[src/rtl/updown_counter_mod.sv]
// ---------------------------------------------------------------------------
// updown_counter_mod
//   Parametrised up/down counter with runtime modulus, wrap/saturate mode,
//   synchronous parallel load, terminal-count flag, one-cycle carry/borrow
//   pulses and a saturating overflow-event counter.
//   With i_max_val = all-ones and i_sat = 0 it matches the legacy fixed
//   8-bit up/down counter.
//
// Ports
//   i_clk      rising-edge clock
//   i_rst      synchronous reset, active-low
//   i_en       count enable
//   i_up       direction: 1 = up, 0 = down
//   i_ld       synchronous load strobe (beats i_en)
//   i_din      load value, clamped to i_max_val
//   i_max_val  inclusive upper limit, may change at runtime
//   i_sat      1 = saturate at limits, 0 = wrap
//   o_dout     registered count
//   o_tc       terminal count (combinational from o_dout/i_up/i_max_val)
//   o_carry    registered one-cycle pulse on up-wrap
//   o_borrow   registered one-cycle pulse on down-wrap
//   o_ovf_cnt  saturating count of carry/borrow events
// ---------------------------------------------------------------------------
module updown_counter_mod #(
    parameter int WIDTH = 8,
    parameter int OVF_W = 8
) (
    input  logic             i_clk,
    input  logic             i_rst,
    input  logic             i_en,
    input  logic             i_up,
    input  logic             i_ld,
    input  logic [WIDTH-1:0] i_din,
    input  logic [WIDTH-1:0] i_max_val,
    input  logic             i_sat,
    output logic [WIDTH-1:0] o_dout,
    output logic             o_tc,
    output logic             o_carry,
    output logic             o_borrow,
    output logic [OVF_W-1:0] o_ovf_cnt
);

    localparam logic [WIDTH-1:0] ZERO    = '0;
    localparam logic [WIDTH-1:0] ONE     = WIDTH'(1);
    localparam logic [OVF_W-1:0] OVF_MAX = '1;

    logic [WIDTH-1:0] r_dout;
    logic             r_carry;
    logic             r_borrow;
    logic [OVF_W-1:0] r_ovf_cnt;

    logic [WIDTH-1:0] w_dout_nxt;
    logic             w_carry_nxt;
    logic             w_borrow_nxt;
    logic             w_at_max;
    logic             w_at_zero;
    logic             w_over;

    assign w_at_max  = (r_dout == i_max_val);
    assign w_at_zero = (r_dout == ZERO);
    // Count can sit above the limit after i_max_val is lowered at runtime.
    assign w_over    = (r_dout > i_max_val);

    always_comb begin
        w_dout_nxt   = r_dout;
        w_carry_nxt  = 1'b0;
        w_borrow_nxt = 1'b0;
        if (i_ld) begin
            w_dout_nxt = (i_din > i_max_val) ? i_max_val : i_din;
        end else if (i_en) begin
            if (w_over) begin
                // Pull back into range without signalling a wrap.
                w_dout_nxt = i_max_val;
            end else if (i_up) begin
                if (!w_at_max) begin
                    w_dout_nxt = r_dout + ONE;
                end else if (!i_sat) begin
                    w_dout_nxt  = ZERO;
                    w_carry_nxt = 1'b1;
                end
            end else begin
                if (!w_at_zero) begin
                    w_dout_nxt = r_dout - ONE;
                end else if (!i_sat) begin
                    w_dout_nxt   = i_max_val;
                    w_borrow_nxt = 1'b1;
                end
            end
        end
    end

    always_ff @(posedge i_clk) begin
        if (!i_rst) begin
            r_dout    <= '0;
            r_carry   <= 1'b0;
            r_borrow  <= 1'b0;
            r_ovf_cnt <= '0;
        end else begin
            r_dout   <= w_dout_nxt;
            r_carry  <= w_carry_nxt;
            r_borrow <= w_borrow_nxt;
            if ((w_carry_nxt || w_borrow_nxt) && (r_ovf_cnt != OVF_MAX))
                r_ovf_cnt <= r_ovf_cnt + OVF_W'(1);
        end
    end

    assign o_dout    = r_dout;
    assign o_carry   = r_carry;
    assign o_borrow  = r_borrow;
    assign o_ovf_cnt = r_ovf_cnt;
    assign o_tc      = i_up ? w_at_max : w_at_zero;

endmodule

[config.mk]
export PLATFORM = sky130hd
export DESIGN_NAME = updown_counter_mod
export DESIGN_NICKNAME = d
export VERILOG_FILES = /design/src/rtl/updown_counter_mod.sv
export SDC_FILE = /design/constraint.sdc
export NUM_CORES = 1
export LEC_CHECK = 0
export ABC_AREA = 0
export CORE_ASPECT_RATIO = 1.4
export CORE_UTILIZATION = 46
export CTS_CLUSTER_DIAMETER = 30
export DETAILED_ROUTE_END_ITERATION = 8
export PLACE_DENSITY = 0.77
export SLEW_MARGIN = 20
export SYNTH_ARGS = -nofsm -noshare
export SYNTH_HDL_FRONTEND = slang
export SYNTH_SLANG_ARGS = --single-unit
[constraint.sdc]
create_clock -name i_clk -period 2.8 [get_ports i_clk]
set_input_delay 0.56 -clock i_clk [delete_from_list [all_inputs] [get_ports i_clk]]
set_output_delay 0.56 -clock i_clk [all_outputs]
set_load 0.1 [all_outputs]
==> flow_metrics.env <==
export IMPL_critical_path_startpoint="o_dout[0]$_SDFFE_PN0P_"
export IMPL_cts_tree="yes"
export IMPL_htree_levels=1
export IMPL_status="completed"
export IMPL_nNetsFinal=369
export IMPL_r2r_start="o_dout[0]$_SDFFE_PN0P_"
export IMPL_critPathMaxStageDelay_ns=0.46
export IMPL_r2r_cells=8
export IMPL_endpoint="o_tc"
export IMPL_hpwl_um=4810
export IMPL_dp_cells=362
export IMPL_wl_per_cell_um=18.0
export IMPL_r2r_end="o_ovf_cnt[5]$_SDFFE_PN0P_"
export IMPL_drt_iter0_drc=200
export IMPL_grt_antenna_before_repair=0
export IMPL_crit_path_top_delay_cell="or4b_4"
export IMPL_routabilityCongestion=1.03
export IMPL_die_height_um=77.4
export IMPL_power_density_mw_per_mm2=424
export IMPL_async_flop_share=0
export IMPL_grt_ovfl_total=0
export IMPL_synth_cell_types=54
export IMPL_wl_um=6650
export IMPL_cts_sinks=18
export IMPL_synth_area_leaders="dfxtp_1 (19%), ha_1 (13%), a21oi_1 (4.3%), nand2_1 (4.2%), o21ai_0 (3.5%)"
export IMPL_clkTransAtPathRegs_ns=0.08
export IMPL_ioPinCount=41
export IMPL_drc=0
export IMPL_stdcell_count=369
export IMPL_track_usage=0.290
export IMPL_synth_top_cell_area_share=0.193
export IMPL_grt_pass1_vias=2272
export IMPL_root_buffer="clkbuf_8"
export IMPL_hp_start="o_ovf_cnt[7]$_SDFFE_PN0P_"
export IMPL_synth_flop_cell="dfxtp_1"
export IMPL_hold_viol=0
export IMPL_max_slew_worst_pin_slew_ns=0.562
export IMPL_fin_crit_ns=2.77
export IMPL_syn_nets=281
export IMPL_min_period_over_period=0.988
export IMPL_netlist_instances=239
export IMPL_clk_latency_ns=0.26
export IMPL_cp_start_kind="register"
export IMPL_fillers=296
export IMPL_holdWs_ns=0.504
export IMPL_crit_fanout=6
export IMPL_synth_area_sq_mm=0.00187
export IMPL_start_util=0.477
export IMPL_cp_depth=7
export IMPL_yosysWarnings=0
export IMPL_crit_buf_inv=3
export IMPL_synth_edf_count=0
export IMPL_endpoint_kind="output port"
export IMPL_slew_limit_headroom=0.622
export IMPL_worstPathArrival_ns=2.21
export IMPL_vias=2336
export IMPL_die_area_sq_mm=0.00432
export IMPL_grt_pass1_wl_um=9990
export IMPL_power_leakage_nw=1.24
export IMPL_grt_max_degree=15
export IMPL_diodes=0
export IMPL_synth_avg_cell_area_sq_um=7.82
export IMPL_die_w_um=55.9
export IMPL_synth_top_area_cell="dfxtp_1"
export IMPL_path_cells="inv_1, ha_1, or4b_4, or3_1, buf_4, nand2_4, buf_12"
export IMPL_std_cell_rows=27
export IMPL_ant_nets=0
export IMPL_setup_viol=0
export IMPL_critical_path_class="reg -> out"
export IMPL_port_buffers=40
export IMPL_finClkSkew_ns=0.00944
export IMPL_synth_seq_cells=18
export IMPL_cts_path_max_buffers=2
export IMPL_via_per_inst=6.33
export IMPL_slew_violations=0
export IMPL_r2r_setup_slack_ns=0.14
export IMPL_yosysSeqAreaShare=0.193
export IMPL_max_cap_viol_count=0
export IMPL_cts_buffers=3
export IMPL_crit_family="simple AND/OR/NAND/NOR gates"
export IMPL_max_freq_mhz=361
export IMPL_required_ns=2.24
export IMPL_drive_above_1_share=0.365
export IMPL_syn2layout_area_growth_pct=52.0
export IMPL_min_path_type="reg -> reg"
export IMPL_dr_pass1_iters=4
export IMPL_core_area_sq_mm=0.00392
export IMPL_vdd_ir_drop_max_mv=0.312
export IMPL_hold_buffers=0
## synth_stat cells (3+ instances only)
cell type and number:
a211oi_1 4, a21oi_1 16, a31oi_1 7, and3_1 3
buf_6 5, clkbuf_1 5, dfxtp_1 18, ha_1 20
inv_1 15, mux2_2 3, mux2i_1 6, nand2_1 21
nand2b_1 6, nand3_1 12, nand4_1 5, nor2_1 10
nor3_1 7, o21a_1 4, o21ai_0 13, o221ai_1 3
o22ai_1 3, o31a_1 3, o31ai_1 4, or4_1 3
xnor2_1 3, xor2_1 3
## flip-flops by register name, summed over array words and instances (netlist names)
| register | count |
|---|---|
| o_borrow | 1 |
| o_carry | 1 |
| o_dout | 8 |
| o_ovf_cnt | 8 |
## area by class of cell
type,instances,area [sq um],share of cell area
clock buffer,4,55.1,0.0194
inverter,15,56.3,0.0198
multi-input combinational,195,1520,0.535
sequential,18,373,0.131
tap,43,53.8,0.0189
timing repair buffer,94,783,0.276
## worst min-delay path by stage
stage	slack [ns]	end	cells past startpoint
global route	0.52	o_ovf_cnt[7]$_SDFFE_PN0P_	2
finish	0.50	o_ovf_cnt[7]$_SDFFE_PN0P_	2
detailed placement	0.49	o_ovf_cnt[7]$_SDFFE_PN0P_	2
floorplan	0.69	o_dout[0]$_SDFFE_PN0P_	2
global placement	0.48	o_ovf_cnt[5]$_SDFFE_PN0P_	2
CTS	0.51	o_ovf_cnt[7]$_SDFFE_PN0P_	2
## power by group
group	switching [W]	leakage [nW]	total, W	internal (W)
sequential	0.0000282	0.150	0.000302	0.000274
clock	0.000103	0.0288	0.000228	0.000125
combinational	0.000390	1.06	0.000673	0.000283
total	0.000521	1.24	0.00120	0.000683
## per-layer routing
metal,vias to the layer above,GRT usage,routed length [um]
met4,0,0.195,408
met3,45,0.0400,427
met5,-,0,0
li1,1096,-,-
met1,1069,0.311,2620
met2,126,0.519,3200
## through the flow
step / power [W] / setup TNS [ns] / utilization / instance area (sq um) / setup WS, ns
after floorplan: 0.000696 / 0 / - / 1890 / 0.00998
after global placement: 0.000904 / -2.58 / 0.666 / 2610 / -0.206
after detailed placement: 0.000917 / -3.29 / 0.666 / 2610 / -0.312
after CTS: 0.00115 / -0.0191 / 0.690 / 2700 / -0.0191
after global routing: 0.00126 / -0.0704 / 0.725 / 2840 / -0.0234
final: 0.00120 / 0 / 0.725 / 2840 / 0.0337
## layout by cell type (no fill, tap or decap), types with 4 or more instances in the layout
master / netlist / final
inv_2: 0 / 5
nand2b_1: 6 / 6
buf_4: 0 / 70
o21a_1: 4 / 4
nand2_1: 21 / 20
o31ai_1: 4 / 4
a31oi_1: 7 / 7
nand4_1: 5 / 5
nor3_1: 7 / 7
ha_1: 20 / 15
clkbuf_8: 0 / 4
inv_1: 15 / 10
nor2_1: 10 / 8
mux2i_1: 6 / 6
o21ai_0: 13 / 12
dfxtp_2: 0 / 7
ha_4: 0 / 5
nand3_1: 12 / 11
clkdlybuf4s50_1: 0 / 19
dfxtp_1: 18 / 10
a21oi_1: 16 / 13
## worst min-delay path: stages (launching register included)
cell     delay (ns)
dfxtp_1        0.34
nand2_1        0.07
mux2i_1        0.05
## kinds of logic (layout without fill, tap and decap cells)
group / after synthesis / after routing / synth area share
simple gates: 86 / 86 / 0.259
flops: 18 / 18 / 0.193
buf+inv: 26 / 113 / 0.0730
xor+xnor: 6 / 6 / 0.0281
fa+ha+maj: 20 / 20 / 0.134
compound gates: 74 / 74 / 0.263
mux: 9 / 9 / 0.0502
## timing repair
item                                    CTS  global route
setup buffers                             3             0
resized for setup                         3            27
endpoints found under the setup margin    8            15
pin swaps                                 3             7
(Power assumes the default switching activity.)
